File: config.mk
export PLATFORM = sky130hd
export DESIGN_NAME = bcd_7seg_mux_driver_flat
export DESIGN_NICKNAME = d
export VERILOG_FILES = /design/src/rtl/bcd_7seg_mux_if.sv /design/src/rtl/bcd_7seg_mux_driver.sv /design/src/flat_wrapper.sv
export SDC_FILE = /design/constraint.sdc
export NUM_CORES = 1
export LEC_CHECK = 0
export ABC_AREA = 1
export ABC_CLOCK_PERIOD_IN_PS = 2000
export BUFFER_PORTS_ARGS = -buffer_cell sky130_fd_sc_hd__buf_2
export CORE_MARGIN = 10
export CORE_UTILIZATION = 57
export CTS_CLUSTER_SIZE = 8
export DETAILED_ROUTE_END_ITERATION = 16
export PLACE_DENSITY = 0.81
export SLEW_MARGIN = 20
export SYNTH_ARGS = -nofsm -noshare
export SYNTH_HDL_FRONTEND = slang
export SYNTH_SLANG_ARGS = --single-unit
File: constraint.sdc
create_clock -name clk -period 2 [get_ports clk]
set_input_delay 0.1 -clock clk [delete_from_list [all_inputs] [get_ports clk]]
set_output_delay 0.1 -clock clk [all_outputs]
set_load 0.005 [all_outputs]
File: src/rtl/bcd_7seg_mux_if.sv
// Digit inputs and display outputs of the two-digit 7-segment scan driver.
// load is a single-cycle strobe with no back-pressure: on any clk edge where load = 1 the driver captures bcd_ones/bcd_tens.
interface bcd_7seg_mux_if;
  logic       enable;
  logic       load;
  logic [3:0] bcd_ones;
  logic [3:0] bcd_tens;
  logic [6:0] seg;
  logic [1:0] an;
  logic       dp;
  logic       slot;
  logic [1:0] dbg_state;

  modport master (
    output enable, load, bcd_ones, bcd_tens,
    input  seg, an, dp, slot, dbg_state
  );

  modport slave (
    input  enable, load, bcd_ones, bcd_tens,
    output seg, an, dp, slot, dbg_state
  );
endinterface

File: src/rtl/bcd_7seg_mux_driver.sv
// Time-multiplexed 2-digit 7-segment driver: holding register, guard-banded scan FSM,
// leading-zero blanking and dash for invalid BCD, all outputs registered.
module bcd_7seg_mux_driver #(
  parameter int REFRESH_DIV = 50000,
  parameter int GUARD       = 64,
  parameter bit ACTIVE_LOW  = 1'b1,
  parameter bit BLANK_LZ    = 1'b1
) (
  input  logic           clk,
  input  logic           rst,
  bcd_7seg_mux_if.slave  bus
);

  localparam int            CW       = $clog2(REFRESH_DIV);
  localparam logic [CW-1:0] CNT_LAST = CW'(REFRESH_DIV - 1);
  localparam logic [CW-1:0] G_LAST   = CW'((GUARD > 0) ? GUARD - 1 : 0);
  localparam logic          INACT    = ACTIVE_LOW;

  typedef enum logic [1:0] {
    ST_OFF   = 2'd0,
    ST_GUARD = 2'd1,
    ST_SHOW  = 2'd2
  } state_t;

  state_t        state, state_n;
  logic [CW-1:0] cnt, cnt_n;
  logic          digit, digit_n;
  logic [3:0]    ones_q, tens_q;

  logic [6:0] seg_q, seg_n;
  logic [1:0] an_q, an_n;
  logic       slot_q;

  function automatic logic [6:0] seg_pattern(input logic [3:0] v);
    case (v)
      4'd0:    seg_pattern = 7'h3F;
      4'd1:    seg_pattern = 7'h06;
      4'd2:    seg_pattern = 7'h5B;
      4'd3:    seg_pattern = 7'h4F;
      4'd4:    seg_pattern = 7'h66;
      4'd5:    seg_pattern = 7'h6D;
      4'd6:    seg_pattern = 7'h7D;
      4'd7:    seg_pattern = 7'h07;
      4'd8:    seg_pattern = 7'h7F;
      4'd9:    seg_pattern = 7'h6F;
      default: seg_pattern = 7'h40;
    endcase
  endfunction

  // Captured digits only change on load, so a scan in progress never sees a half-updated pair.
  always_ff @(posedge clk or posedge rst) begin
    if (rst) begin
      ones_q <= 4'd0;
      tens_q <= 4'd0;
    end else if (bus.load) begin
      ones_q <= bus.bcd_ones;
      tens_q <= bus.bcd_tens;
    end
  end

  always_ff @(posedge clk or posedge rst) begin
    if (rst) begin
      state <= ST_OFF;
      cnt   <= '0;
      digit <= 1'b0;
    end else begin
      state <= state_n;
      cnt   <= cnt_n;
      digit <= digit_n;
    end
  end

  always_comb begin
    state_n = state;
    cnt_n   = cnt;
    digit_n = digit;
    if (!bus.enable) begin
      state_n = ST_OFF;
      cnt_n   = '0;
      digit_n = 1'b0;
    end else begin
      case (state)
        ST_OFF: begin
          cnt_n   = '0;
          digit_n = 1'b0;
          state_n = (GUARD == 0) ? ST_SHOW : ST_GUARD;
        end
        ST_GUARD: begin
          cnt_n = cnt + CW'(1);
          if (cnt == G_LAST) state_n = ST_SHOW;
        end
        ST_SHOW: begin
          if (cnt == CNT_LAST) begin
            cnt_n   = '0;
            digit_n = ~digit;
            state_n = (GUARD == 0) ? ST_SHOW : ST_GUARD;
          end else begin
            cnt_n = cnt + CW'(1);
          end
        end
        default: begin
          state_n = ST_OFF;
          cnt_n   = '0;
          digit_n = 1'b0;
        end
      endcase
    end
  end

  // A blanked tens digit keeps its full slot length; only the drive is suppressed.
  always_comb begin
    logic       blank;
    logic       lit;
    logic [6:0] pat;
    logic [1:0] an_on;
    blank = BLANK_LZ && digit && (tens_q == 4'd0);
    lit   = (state == ST_SHOW) && !blank;
    pat   = seg_pattern(digit ? tens_q : ones_q);
    an_on = digit ? 2'b10 : 2'b01;
    seg_n = {7{INACT}};
    an_n  = {2{INACT}};
    if (lit) begin
      seg_n = pat ^ {7{INACT}};
      an_n  = an_on ^ {2{INACT}};
    end
  end

  always_ff @(posedge clk or posedge rst) begin
    if (rst) begin
      seg_q  <= {7{INACT}};
      an_q   <= {2{INACT}};
      slot_q <= 1'b0;
    end else begin
      seg_q  <= seg_n;
      an_q   <= an_n;
      slot_q <= digit;
    end
  end

  assign bus.seg       = seg_q;
  assign bus.an        = an_q;
  assign bus.dp        = INACT;
  assign bus.slot      = slot_q;
  assign bus.dbg_state = state;

endmodule
File: src/flat_wrapper.sv
// flat-port wrapper written by rule: the top's interface ports become plain ports
module bcd_7seg_mux_driver_flat 
#(
  parameter int REFRESH_DIV = 50000,
  parameter int GUARD       = 64,
  parameter bit ACTIVE_LOW  = 1'b1,
  parameter bit BLANK_LZ    = 1'b1
)
  (clk, rst, bus_enable, bus_load, bus_bcd_ones, bus_bcd_tens, bus_seg, bus_an, bus_dp, bus_slot, bus_dbg_state);
  bcd_7seg_mux_if bus_i ();
  input  logic clk;
  input  logic rst;
  input wire logic [$bits(bus_i.enable)-1:0] bus_enable;
  input wire logic [$bits(bus_i.load)-1:0] bus_load;
  input wire logic [$bits(bus_i.bcd_ones)-1:0] bus_bcd_ones;
  input wire logic [$bits(bus_i.bcd_tens)-1:0] bus_bcd_tens;
  output wire logic [$bits(bus_i.seg)-1:0] bus_seg;
  output wire logic [$bits(bus_i.an)-1:0] bus_an;
  output wire logic [$bits(bus_i.dp)-1:0] bus_dp;
  output wire logic [$bits(bus_i.slot)-1:0] bus_slot;
  output wire logic [$bits(bus_i.dbg_state)-1:0] bus_dbg_state;
  assign bus_i.enable = bus_enable;
  assign bus_i.load = bus_load;
  assign bus_i.bcd_ones = bus_bcd_ones;
  assign bus_i.bcd_tens = bus_bcd_tens;
  assign bus_seg = bus_i.seg;
  assign bus_an = bus_i.an;
  assign bus_dp = bus_i.dp;
  assign bus_slot = bus_i.slot;
  assign bus_dbg_state = bus_i.dbg_state;
  bcd_7seg_mux_driver #(.REFRESH_DIV(REFRESH_DIV), .GUARD(GUARD), .ACTIVE_LOW(ACTIVE_LOW), .BLANK_LZ(BLANK_LZ)) u_core (.clk(clk), .rst(rst), .bus(bus_i));
endmodule
==> After elaboration in Yosys (flattened, before gate mapping) <==
Memory sizes are Yosys's and may differ from the RTL's.
Index checks and enable logic that the tools add are counted.
{ "word_totals": {"wordCells": 41, "memories": 1, "rom_bits": 112, "output_inout_bits": 13, "input_bits": 12, "reg_bits": 37} }
{ "memory_table": {"columns": ["memory", "words", "word_bits", "read_ports", "rd_ports_with_merged_regs", "wr", "line_no", "source"], "rows": [
  ["(no name shown)", 16, 7, 1, 0, 0, "bcd_7seg_mux_driver.sv:35", "case (v)"]
]} }
{ "op_classes": {"muxes": 14, "bitwise": 3, "addsub": 1, "n_reduce_logical": 7, "eq_ne": 7} }
{ "ops": {"columns": ["cell", "n"], "rows": [
  ["16-bit two-way mux", 2],
  ["16-bit case mux with 2 select lines", 1],
  ["16-bit by 1-bit adder with 16-bit output (second input constant)", 1],
  ["16-bit == test (second input constant)", 1],
  ["16-bit by 6-bit == test with 1-bit output (second input constant)", 1],
  ["2-bit two-way mux", 5],
  ["7-bit two-way mux", 1],
  ["7-bit inverter", 1],
  ["3-bit by 2-bit != test with 1-bit output (second input constant)", 2],
  ["2-bit case mux with 3 select lines", 1],
  ["4-bit zero test", 1],
  ["4-bit two-way mux", 1],
  ["2-bit AND reduction", 2],
  ["2-bit by 1-bit == test with 1-bit output (second input constant)", 1],
  ["2-bit == test (second input constant)", 1],
  ["1-bit logical AND", 2],
  ["2-bit zero test", 1],
  ["1-bit two-way mux", 2],
  ["2-bit != test (second input constant)", 1],
  ["2-bit inverter", 1],
  ["1-bit case mux with 2 select lines", 1],
  ["1-bit zero test", 1],
  ["1-bit inverter", 1]
]} }

==> Longest topological paths before layout <==
Gate-level depths: netlist (run 1).
{ "depth": {"word_depth": 5, "depth_mapped": 10, "depth_no_buf": 9} }

==> Least setup slack after synthesis (run 1) <==
Ideal clock, no wire load.
{ "synth_path": {"path_type": "register to register", "startpoint": "register u_core.digit", "endpoint": "register u_core.seg_q[5], in the netlist u_core.bus.seg[5]", "stages_incl_launch_ff": 8, "slack_ns": 0.322, "arrival_time_ns": 1.594, "n_path_buf": 1, "synth_period_minus_slack_ns": 1.678, "required_ns": 1.916, "setup_ns": 0.084, "cell_sequence": "dfrtp_1 buf_4 o21ai_0 inv_1 ha_1 or2_2 nand3_1 nand2_1"} }
{ "synth_between": {"elab_chain_cells": 4, "elab_cells_between_ends": 7, "cone_classes": "mux (2); bitwise (1); reduce/logical (3); memory (1)"} }
{ "synth_rtl": {"columns": ["element", "line_no", "source"], "rows": [
  ["from (decl)", "bcd_7seg_mux_driver.sv:27", "logic digit, digit_n;"],
  ["from (signal assigned)", "bcd_7seg_mux_driver.sv:69", "digit <= digit_n;"],
  ["4-bit two-way mux or 1-bit logical AND (tied branches)", "bcd_7seg_mux_driver.sv:118, bcd_7seg_mux_driver.sv:116", null],
  ["memory read 16 x 7 bit or 1-bit zero test (tied branches)", null, null],
  ["7-bit inverter (no source line) or 1-bit logical AND (tied branches)", null, null],
  ["7-bit two-way mux (*)", "bcd_7seg_mux_driver.sv:122", "if (lit) begin"],
  ["net u_core.seg_n[5]", "bcd_7seg_mux_driver.sv:30", "logic [6:0] seg_q, seg_n;"],
  ["to (signal assigned)", "bcd_7seg_mux_driver.sv:130", "seg_q <= {7{INACT}};"],
  ["to (signal assigned)", "bcd_7seg_mux_driver.sv:134", "seg_q <= seg_n;"],
  ["to (decl)", "bcd_7seg_mux_driver.sv:30", null]
]} }
Mark *: on every way through the listed nets, which the timed path passes. The rest lies on a longest branch.
A chain may end at the register's enable or synchronous reset.

==> Final worst setup path (run 1) <==
{ "layout_path": {"startpoint": "register u_core.digit", "endpoint": "register u_core.seg_q[6], in the netlist u_core.bus.seg[6]"} }
The elaborated chain is that of the path after synthesis.

==> results.sh, run 1 <==
export IMPL_internal_power_summed_over_all_cells_w=0.00119
export IMPL_share_comb_of_total_power=0.292
export IMPL_route_detailed_wl_per_inst_um=11.7
export IMPL_fp_row_count=21
export IMPL_min_delay_start="bus_enable"
export IMPL_synthesis_yosys_warnings=0
export IMPL_power_density_nw_per_um2=796
export IMPL_critical_path_arrival_ps=1810
export IMPL_synth_avg_cell_area_sq_um=8.47
export IMPL_io_pins=25
export IMPL_die_x_um=78.9
export IMPL_synth_area_top_cells="dfrtp_1, dfstp_2, nand2_1, nor2_1, ha_1"
export IMPL_vdd_drop_max_v=0.000552
export IMPL_final_weighted_congestion_in_routability_driven_placement=0.900
export IMPL_maximum_number_of_pins_on_one_net_before_global_route_repair=38
export IMPL_post_synth_instance_area_sq_um=1970
export IMPL_number_of_instances_resized_during_post_cts_repair=0
export IMPL_die_area_sq_um=6220
export IMPL_cts_sinks=37
export IMPL_setup_repair_after_global_routing_missed_its_margin="false"
export IMPL_critical_path_peak_fanout=7
export IMPL_timing_final_max_slew_violations=0
export IMPL_switching_share=0.344
export IMPL_setup_violations_final=0
export IMPL_detail_route_antenna_nets=0
export IMPL_synth_net_count=255
export IMPL_post_route_period_util=0.778
export IMPL_net_switching_power_w=0.000626
export IMPL_finalClockSkew_ps=19.4
export IMPL_layout_drive_gt1_share=0.224
export IMPL_max_cap_violations=0
export IMPL_largest_buffer_count_on_any_clock_path=2
export IMPL_synth_yosys_seq_area_share=0.475
export IMPL_floorplan_core_area_sq_um=3340
export IMPL_detailed_place_hpwl_um=2710
export IMPL_grt_total_usage=0.131
export IMPL_first_iter_violations=79
export IMPL_status="complete, no violations"
export IMPL_drc=0
export IMPL_totalWireLength_um=3710
export IMPL_starting_density=0.592
export IMPL_top_cell_type_by_total_area_after_synthesis="dfrtp_1"
export IMPL_critical_path_startpoint="u_core.digit$_DFFE_PP0P_"
export IMPL_timing_critical_path_to_type="flip-flop"
export IMPL_first_global_vias=1538
export IMPL_antennaDiodeCount=0
export IMPL_placed_cell_area_sq_um=2140
export IMPL_power_sequential_fraction=0.496
export IMPL_leakage_nw=1.07
export IMPL_timing_critical_path_required_ps=2260
export IMPL_clock_root_buffer="clkbuf_4"
export IMPL_cts_tree="done"
export IMPL_numCtsBuffers=5
export IMPL_timing_critical_path_from_type="flip-flop"
export IMPL_final_period_minus_worst_setup_slack_ps=1560
export IMPL_maxClockFrequency_ghz=0.642
export IMPL_globalRoute_totalOverflow=0
export IMPL_layout_area_overhead_vs_synth_pct=15.8
export IMPL_grt_antenna_before_repair=0
export IMPL_final_nets=293
export IMPL_synth_lib_cells_used_distinct=32
export IMPL_worstSetupPathType="flip-flop to flip-flop"
export IMPL_port_buffers=23
export IMPL_timing_rr_start="u_core.digit$_DFFE_PP0P_"
export IMPL_hold_viol_final=0
export IMPL_min_path_type="input port to flip-flop"
export IMPL_path_clk_slew_ps=120
export IMPL_detailroute_via_count=1538
export IMPL_hold_worst_slack_ps=43.3
export IMPL_worst_skew_pair_late_latency_ps=340
export IMPL_die_outline_height_um=78.9
export IMPL_grt_first_pass_wirelength_um=6600
export IMPL_layout_cell_area_non_filler_sq_um=2290
export IMPL_via_per_inst=4.84
export IMPL_synthCells=233
export IMPL_post_synth_top_area_fraction=0.355
export IMPL_yosys_register_bits=37
export IMPL_dr_pass1_iters=4
export IMPL_setup_total_negative_slack_ps=0
export IMPL_share_clk_of_total_power=0.212
export IMPL_power_w=0.00182
export IMPL_h_tree_depth=2
==> worst max-delay path, stage by stage, from the launching register on <==
cell and delay, ps:
dfrtp_1 460, buf_4 190, o21a_1 220, ha_1 180
or2_2 300, nand2_1 60, o21ai_0 70
==> state kept, by name (all words and copies together), names as in the netlist <==
name                  flops
u_core.digit              1
u_core.bus.an             2
u_core.tens_q             4
u_core.bus.seg            7
u_core.cnt               16
u_core.bus.slot           1
u_core.bus.dbg_state      2
u_core.ones_q             4
==> cell families after synthesis <==
kind of cell | after synthesis | synth area share
buffers and inverters | 36 | 0.0760
flip-flops | 37 | 0.475
AO/OA/AOI/OAI | 18 | 0.0532
AND/OR/NAND/NOR | 117 | 0.264
other | 1 | 0.00190
adder cells (fa/ha/maj) | 10 | 0.0634
XOR/XNOR | 10 | 0.0444
multiplexers | 4 | 0.0228
==> placed cells by master, fill, tap and decap left out, types with 4 or more instances in the layout <==
cell type and n:
buf_2 23, clkbuf_4 5, dfrtp_1 28, dfstp_2 9
dlygate4sd3_1 9, ha_1 10, inv_1 31, mux2_2 4
nand2_1 52, nand3_1 12, nor2_1 34, nor3_1 4
o21ai_0 11, xor2_1 7
==> repair_timing <==
item | in CTS | in global routing
hold buffers | 9 | 0
buffers inserted | 0 | 0
endpoints found under the setup margin | 0 | 0
hold endpoints to repair | 36 | 0
==> cell type report <==
type | instances | area, sq um
Fill cell | 280 | 1050
Multi-Input combinational cell | 160 | 887
Sequential cell | 37 | 937
Inverter | 32 | 120
Clock buffer | 6 | 41.3
Timing Repair Buffer | 35 | 228
Tap cell | 46 | 57.6
Clock inverter | 2 | 15.0
==> stage by stage <==
step                      setup slack [ps]  utilization  std cells
after detailed placement               495        0.641        301
after global routing                   310        0.685        318
after floorplan                        322            -        233
final                                  443        0.685        318
after global placement                 515        0.641        301
after CTS                              456        0.685        318
==> synthesized netlist by cell type <==
cell	count
mux2_2	4
inv_1	31
a21oi_1	1
buf_4	2
a31oi_1	1
dfstp_2	9
o21a_1	1
nor2_1	34
nand2_2	3
nand4_1	3
or2_2	1
a21oi_2	1
nor3_2	1
nand3_1	12
o21ai_0	11
nand2_1	52
nor3_4	1
nand3b_1	1
xor2_1	7
nor3_1	4
nand2_4	1
nand3_2	1
conb_1	1
buf_6	1
ha_1	10
dfrtp_1	28
o21ai_1	1
o21ai_2	2
xnor2_1	3
inv_2	1
clkbuf_1	1
nor2_2	3
==> path summary, 6_finish.rpt <==
kind	to	cells after the start	slack [ps]
min in group asynchronous	u_core.ones_q[1]$_DFFE_PP0P_	4	380
setup reg to reg	u_core.bus.seg[6]$_DFF_PP1_	6	440
setup / recovery	u_core.bus.seg[6]$_DFF_PP1_	6	440
hold reg to reg	u_core.cnt[0]$_DFF_PP0_	1	470
max in group asynchronous	u_core.bus.seg[6]$_DFF_PP1_	4	1250
hold / removal	u_core.digit$_DFFE_PP0P_	3	40
==> power groups by stage <==
stage	Clock (W)	Sequential [W]	Combinational, W
floorplan	0	0.000912	0.000373
global placement	0	0.000913	0.000511
detailed placement	0	0.000915	0.000523
CTS	0.000403	0.000903	0.000539
global route	0.000430	0.000914	0.000609
finish	0.000386	0.000902	0.000532
==> per-layer routing <==
metal	part of all wire	global-route usage	vias to the layer above	routed length, um
met5	0	0	-	0
met4	0.019	0.0591	0	70
met3	0.046	0.0383	9	172
met2	0.48	0.224	31	1770
met1	0.46	0.148	701	1700
li1	-	-	797	-
No activity file was read; power rests on OpenSTA's default activity.
==> inputs of run 2 (changes only) <==
--- a/config.mk
+++ b/config.mk
@@ -6,7 +6,7 @@
 export NUM_CORES = 1
 export LEC_CHECK = 0
 export ABC_AREA = 1
-export ABC_CLOCK_PERIOD_IN_PS = 2000
+export ABC_CLOCK_PERIOD_IN_PS = 1500
 export BUFFER_PORTS_ARGS = -buffer_cell sky130_fd_sc_hd__buf_2
 export CORE_MARGIN = 10
 export CORE_UTILIZATION = 57
==> constraint.sdc (replaced) <==
create_clock -name clk -period 1.5 [get_ports clk]
set_input_delay 0.075 -clock clk [delete_from_list [all_inputs] [get_ports clk]]
set_output_delay 0.075 -clock clk [all_outputs]
set_load 0.005 [all_outputs]
==> run 2 against run 1 <==
  * Sequential power increased by 33%
  * Worst hold slack got worse by 0.76 ps
  * Register-to-register slack got worse by 420 ps
  * Worst setup slack worse by 420 ps
  * Fmax up 5.7%
  * Combinational power grew 49%
  * Clock power rose by 41%
  * Cell count is 1.9% higher
  * Core utilization up 2.7 points
  * Die area did not move
  * Global-route usage is 0.78 points higher
  * Cell area grew 3.9%
  * Critical endpoint is now u_core.cnt[6]$_DFF_PP0_
  * Largest cell class unchanged
==> results.sh, run 2 (synthesis gave the netlist of run 1 again) <==
export IMPL_status="complete, no violations"
export IMPL_maximum_number_of_pins_on_one_net_before_global_route_repair=38
export IMPL_maxClockFrequency_ghz=0.679
export IMPL_internal_power_summed_over_all_cells_w=0.00168
export IMPL_path_clk_slew_ps=110
export IMPL_floorplan_core_area_sq_um=3340
export IMPL_vdd_drop_max_v=0.000737
export IMPL_worstReg2RegEnd="u_core.cnt[6]$_DFF_PP0_"
export IMPL_hold_path_depth=3
export IMPL_first_iter_violations=69
export IMPL_starting_density=0.592
export IMPL_dp_worst_setup_slack_ps=1.19
export IMPL_timing_critical_path_required_ps=1740
export IMPL_first_global_vias=1625
export IMPL_final_weighted_congestion_in_routability_driven_placement=0.884
export IMPL_timing_reg2reg_setup_slack_ps=30
export IMPL_setup_total_negative_slack_ps=0
export IMPL_layout_setup_ws_ps=27.8
export IMPL_finalClockSkew_ps=7.26
export IMPL_die_area_sq_um=6220
export IMPL_clock_root_buffer="clkbuf_4"
export IMPL_hold_worst_slack_ps=42.6
export IMPL_grt_total_usage=0.139
export IMPL_die_outline_height_um=78.9
export IMPL_io_pins=25
export IMPL_max_reg_flops=16
export IMPL_share_clk_of_total_power=0.215
export IMPL_r2r_cells=6
export IMPL_layout_area_overhead_vs_synth_pct=20.3
export IMPL_detailed_place_hpwl_um=2750
export IMPL_post_route_util=0.712
export IMPL_routedLengthMet1_um=1730
export IMPL_post_route_period_util=0.981
export IMPL_max_cap_violations=0
export IMPL_post_place_cells=302
export IMPL_power_sequential_fraction=0.472
export IMPL_dr_pass1_iters=4
export IMPL_crit_buf_inv=1
export IMPL_fillerInstances=256
export IMPL_globalRoute_totalOverflow=0
export IMPL_setup_violations_final=0
export IMPL_final_nets=299
export IMPL_worst_skew_pair_late_latency_ps=340
export IMPL_largest_buffer_count_on_any_clock_path=2
export IMPL_grt_first_pass_wirelength_um=7030
export IMPL_setup_repair_after_global_routing_missed_its_margin="true"
export IMPL_share_comb_of_total_power=0.313
export IMPL_final_period_minus_worst_setup_slack_ps=1470
export IMPL_drc=0
export IMPL_worstSetupPathType="flip-flop to flip-flop"
export IMPL_switching_share=0.338
export IMPL_instances_no_fill=324
export IMPL_net_switching_power_w=0.000856
export IMPL_critical_path_arrival_ps=1710
export IMPL_timing_rr_start="u_core.cnt[0]$_DFF_PP0_"
export IMPL_detail_route_antenna_nets=0
export IMPL_highest_signal_layer="met4"
export IMPL_h_tree_depth=2
export IMPL_slowest_delay_ps=360
export IMPL_layout_commonest_cell="nand2_1"
export IMPL_timing_critical_path_from_type="flip-flop"
export IMPL_grt_antenna_before_repair=0
export IMPL_critical_path_peak_fanout=8
export IMPL_fp_row_count=21
export IMPL_cts_tree="done"
export IMPL_mostFrequentLayoutCells="nand2_1, nor2_1, inv_1, dfrtp_1, buf_2"
export IMPL_cts_sinks=37
export IMPL_hold_viol_final=0
export IMPL_route_detailed_wl_per_inst_um=12.6
export IMPL_detail_route_met2_wl_um=2030
export IMPL_leakage_nw=1.11
export IMPL_die_x_um=78.9
export IMPL_top_register="u_core.cnt"
export IMPL_antennaDiodeCount=0
export IMPL_wl_met3_um=232
export IMPL_timing_critical_path_to_type="flip-flop"
export IMPL_hold_end="u_core.digit$_DFFE_PP0P_"
export IMPL_timing_final_max_slew_violations=0
export IMPL_detailroute_via_count=1574
export IMPL_min_delay_start="bus_enable"
export IMPL_power_density_nw_per_um2=1070
export IMPL_via_per_inst=4.86
export IMPL_critical_path_cell_chain="ha_2, nand3_4, nor3_4, buf_4, xor2_1, nor2_1"
export IMPL_layout_drive_gt1_share=0.270
export IMPL_min_path_type="input port to flip-flop"
export IMPL_slowest_stage="dfrtp_1"
export IMPL_critical_path_top_delay_family="simple AND/OR/NAND/NOR gates"
export IMPL_port_buffers=23
export IMPL_numCtsBuffers=5
export IMPL_totalWireLength_um=4070
==> run 2: cell types whose count changed in the layout (fill, tap and decap cells not counted), moves of 2 or more <==
cell / delta
clkinvlp_4: -2
nand2_2: +5
nand2_1: -5
o21ai_0: -2
o21ai_4: +2
buf_4: +6
==> run 2: power by group through the flow <==
stage	logic (W)	clock network (W)	registers [W]
6_report	0.000793	0.000546	0.00120
5_1_grt	0.000914	0.000592	0.00121
4_1_cts	0.000762	0.000556	0.00119
3_5_place_dp	0.000728	0	0.00121
3_3_place_gp	0.000716	0	0.00120
2_1_floorplan	0.000501	0	0.00122
==> run 2: cell type report <==
| cell class | count | area (sq um) | area share |
|---|---|---|---|
| repair buffers | 41 | 273 | 0.115 |
| inverters | 32 | 120 | 0.0506 |
| clock buffers | 8 | 58.8 | 0.0247 |
| multi-input cells | 160 | 928 | 0.391 |
| flip-flops and latches | 37 | 938 | 0.395 |
| well taps | 46 | 57.6 | 0.0242 |
==> run 2: how the worst max path moves through the flow <==
| stage | end | startpoint | depth (start not counted) |
|---|---|---|---|
| after global placement | u_core.bus.dbg_state[1]$_DFFE_PP0P_ | u_core.cnt[0]$_DFF_PP0_ | 8 |
| after CTS | u_core.cnt[6]$_DFF_PP0_ | u_core.cnt[0]$_DFF_PP0_ | 6 |
| after detailed placement | u_core.bus.dbg_state[0]$_DFFE_PP0P_ | u_core.cnt[0]$_DFF_PP0_ | 8 |
| final | u_core.cnt[6]$_DFF_PP0_ | u_core.cnt[0]$_DFF_PP0_ | 6 |
| after floorplan | u_core.bus.seg[5]$_DFF_PP1_ | u_core.digit$_DFFE_PP0P_ | 7 |
| after global routing | u_core.cnt[8]$_DFF_PP0_ | u_core.cnt[1]$_DFF_PP0_ | 6 |
==> run 2: worst reg2reg max path, stage by stage (launching register included) <==
cell	delay, ps
dfrtp_1	360
ha_2	220
nand3_4	100
nor3_4	290
buf_4	190
xor2_1	150
nor2_1	60
==> run 2: per-layer routing <==
layer,vias up,GRT usage
li1,805,-
met1,722,0.161
met2,38,0.234
met5,-,0
met3,9,0.0394
met4,0,0.0591
==> run 2: timing repair <==
item / CTS / global route
pin swaps: 1 / 6
hold buffers: 9 / 0
hold endpoints to repair: 36 / 0
setup buffers: 4 / 1
endpoints found under the setup margin: 2 / 14
resized for setup: 2 / 10
gates cloned: 0 / 0
==> run 2: stage by stage <==
| stage | instance area (sq um) | total power [W] |
|---|---|---|
| finish | 2380 | 0.00253 |
| global placement | 2150 | 0.00192 |
| global route | 2380 | 0.00271 |
| CTS | 2330 | 0.00251 |
| detailed placement | 2150 | 0.00194 |
| floorplan | 1980 | 0.00172 |
==> inputs of run 3 (changes only) <==
--- a/config.mk
+++ b/config.mk
@@ -8,6 +8,7 @@
 export ABC_AREA = 1
 export ABC_CLOCK_PERIOD_IN_PS = 1500
 export BUFFER_PORTS_ARGS = -buffer_cell sky130_fd_sc_hd__buf_2
+export CORE_ASPECT_RATIO = 1.4
 export CORE_MARGIN = 10
 export CORE_UTILIZATION = 57
 export CTS_CLUSTER_SIZE = 8
==> run 3 against run 2 <==
  * The flow now finishes with violations (setup timing)
  * First-iteration DRC count is 39% lower
  * Sequential share of layout area down 0.21 points
  * Critical path depth did not move
  * Core utilization up 0.16 points
  * Register-to-register slack got worse by 50 ps
  * Sequential cell count is the same
  * Critical path type unchanged
  * Critical endpoint is now u_core.bus.seg[4]$_DFF_PP1_
  * Highest routed layer unchanged
==> results.sh, run 3 (synthesis gave the netlist of run 1 again) <==
export IMPL_finalClockSkew_ps=5.00
export IMPL_die_outline_height_um=89.6
export IMPL_detailed_place_hpwl_um=2930
export IMPL_internal_power_summed_over_all_cells_w=0.00194
export IMPL_top_register="u_core.cnt"
export IMPL_vdd_drop_max_v=0.00106
export IMPL_power_density_nw_per_um2=1200
export IMPL_setup_violations_final=1
export IMPL_critical_path_top_delay_family="compound AO/OA/AOI/OAI gates"
export IMPL_global_route_peak_usage_layer="met2"
export IMPL_io_pins=25
export IMPL_fillerInstances=249
export IMPL_layout_area_overhead_vs_synth_pct=21.0
export IMPL_h_tree_depth=2
export IMPL_setup_total_negative_slack_ps=-22.9
export IMPL_timing_reg2reg_setup_slack_ps=-20
export IMPL_final_weighted_congestion_in_routability_driven_placement=0.829
export IMPL_largest_buffer_count_on_any_clock_path=2
export IMPL_share_clk_of_total_power=0.293
export IMPL_timing_critical_path_from_type="flip-flop"
export IMPL_critical_path_cell_chain="o21a_1, inv_2, ha_1, nand2_1, a21oi_1, o21ai_0"
export IMPL_detailroute_via_count=1579
export IMPL_worst_skew_pair_late_latency_ps=290
export IMPL_clock_root_buffer="clkbuf_8"
export IMPL_layout_setup_ws_ps=-22.9
export IMPL_dr_pass1_iters=4
export IMPL_maximum_number_of_pins_on_one_net_before_global_route_repair=38
export IMPL_min_path_type="input port to flip-flop"
export IMPL_via_per_inst=5.09
export IMPL_final_nets=291
export IMPL_max_reg_flops=16
export IMPL_post_route_period_util=1.02
export IMPL_grt_antenna_before_repair=0
export IMPL_grt_util_met2=0.258
export IMPL_fp_row_count=25
export IMPL_net_switching_power_w=0.000925
export IMPL_cts_tree="done"
export IMPL_layout_drive_gt1_share=0.285
export IMPL_grt_first_pass_wirelength_um=6670
export IMPL_antennaDiodeCount=0
export IMPL_floorplan_core_area_sq_um=3350
export IMPL_totalWireLength_um=4180
export IMPL_timing_final_max_slew_violations=0
export IMPL_critical_path_peak_fanout=8
export IMPL_grt_util_met3=0.0385
export IMPL_starting_density=0.590
export IMPL_cts_sinks=37
export IMPL_max_cap_violations=0
export IMPL_numCtsBuffers=5
export IMPL_drc=0
export IMPL_crit_buf_inv=1
export IMPL_first_iter_violations=42
export IMPL_leakage_nw=1.09
export IMPL_detail_route_antenna_nets=0
export IMPL_die_x_um=69.7
export IMPL_globalRoute_totalOverflow=0
export IMPL_critical_path_arrival_ps=1710
export IMPL_power_sequential_fraction=0.425
export IMPL_first_global_vias=1596
export IMPL_hold_worst_slack_ps=7.85
export IMPL_hold_viol_final=0
export IMPL_slowest_delay_ps=470
export IMPL_violations="setup timing"
export IMPL_final_period_minus_worst_setup_slack_ps=1520
export IMPL_slowest_stage="dfrtp_2"
export IMPL_maxClockFrequency_ghz=0.657
export IMPL_switching_share=0.323
export IMPL_mostFrequentLayoutCells="nand2_1, nor2_1, inv_1, dfrtp_1, buf_2"
export IMPL_route_detailed_wl_per_inst_um=13.5
export IMPL_die_area_sq_um=6250
export IMPL_grt_total_usage=0.131
export IMPL_layout_commonest_cell="nand2_1"
export IMPL_share_comb_of_total_power=0.282
export IMPL_status="complete, but fails checks"
export IMPL_timing_critical_path_required_ps=1690
export IMPL_path_clk_slew_ps=70
export IMPL_setup_repair_after_global_routing_missed_its_margin="true"
export IMPL_gr_usage_met1=0.119
export IMPL_port_buffers=23
export IMPL_timing_critical_path_to_type="flip-flop"
export IMPL_worstSetupPathType="flip-flop to flip-flop"
## run 3: cell types whose count changed in the layout (fill, tap and decap cells not counted), moves of 2 or more
cell / previous run / this run
nand2_2: 8 / 6
nand3_1: 12 / 10
clkbuf_4: 5 / 0
clkbuf_8: 1 / 5
nand3_2: 0 / 2
dlygate4sd3_1: 9 / 2
nand2_1: 47 / 49
## run 3: metrics by stage
step | cell area, sq um | utilization | power, W | cells | setup WS [ps]
CTS | 2280 | 0.681 | 0.00277 | 307 | 8.26
finish | 2390 | 0.714 | 0.00286 | 310 | -22.9
floorplan | 1980 | - | 0.00172 | 233 | 24.2
global placement | 2150 | 0.643 | 0.00191 | 297 | 51.7
global route | 2390 | 0.714 | 0.00304 | 310 | -87.9
detailed placement | 2150 | 0.643 | 0.00193 | 297 | 13.9
## run 3: area by class of cell
| cell class | count | area [sq um] | share of cell area |
|---|---|---|---|
| Multi-Input combinational cell | 160 | 977 | 0.409 |
| Sequential cell | 37 | 938 | 0.393 |
| Timing Repair Buffer | 33 | 195 | 0.0817 |
| Inverter | 32 | 120 | 0.0503 |
| Clock buffer | 6 | 72.6 | 0.0304 |
| Tap cell | 40 | 50.0 | 0.0210 |
| Clock inverter | 2 | 35.0 | 0.0147 |
## run 3: worst paths after layout
kind,startpoint,endpoint,cells after the start
max,u_core.digit$_DFFE_PP0P_,u_core.bus.seg[4]$_DFF_PP1_,6
min,bus_bcd_tens[1],u_core.tens_q[1]$_DFFE_PP0P_,3
max reg2reg,u_core.digit$_DFFE_PP0P_,u_core.bus.seg[4]$_DFF_PP1_,6
min reg2reg,u_core.cnt[0]$_DFF_PP0_,u_core.cnt[0]$_DFF_PP0_,1
max in group asynchronous,rst,u_core.bus.seg[4]$_DFF_PP1_,4
min in group asynchronous,rst,u_core.bus.slot$_DFF_PP0_,4
## run 3: power groups by stage
stage          clock [W]  combinational [W]  sequential [W]
3_5_place_dp           0           0.000707         0.00122
2_1_floorplan          0           0.000501         0.00122
5_1_grt         0.000895           0.000914         0.00123
6_report        0.000839           0.000808         0.00122
4_1_cts         0.000851           0.000716         0.00121
3_3_place_gp           0           0.000694         0.00122
## run 3: per-layer routing
metal | part of all wire | wire length, um
met1 | 0.37 | 1560
met2 | 0.54 | 2280
met3 | 0.044 | 185
met4 | 0.038 | 161
met5 | 0 | 0
## run 3: worst reg2reg max path, stage by stage, from the launching register on
cell and delay [ps]:
dfrtp_2 470, o21a_1 250, inv_2 110, ha_1 150
nand2_1 90, a21oi_1 200, o21ai_0 150
## run 3: timing repair
action	4_1_cts	5_1_grt
hold buffers	2	0
buffers inserted	0	3
resized for setup	0	19
setup endpoints to repair	0	25
endpoints found under the hold margin	29	0
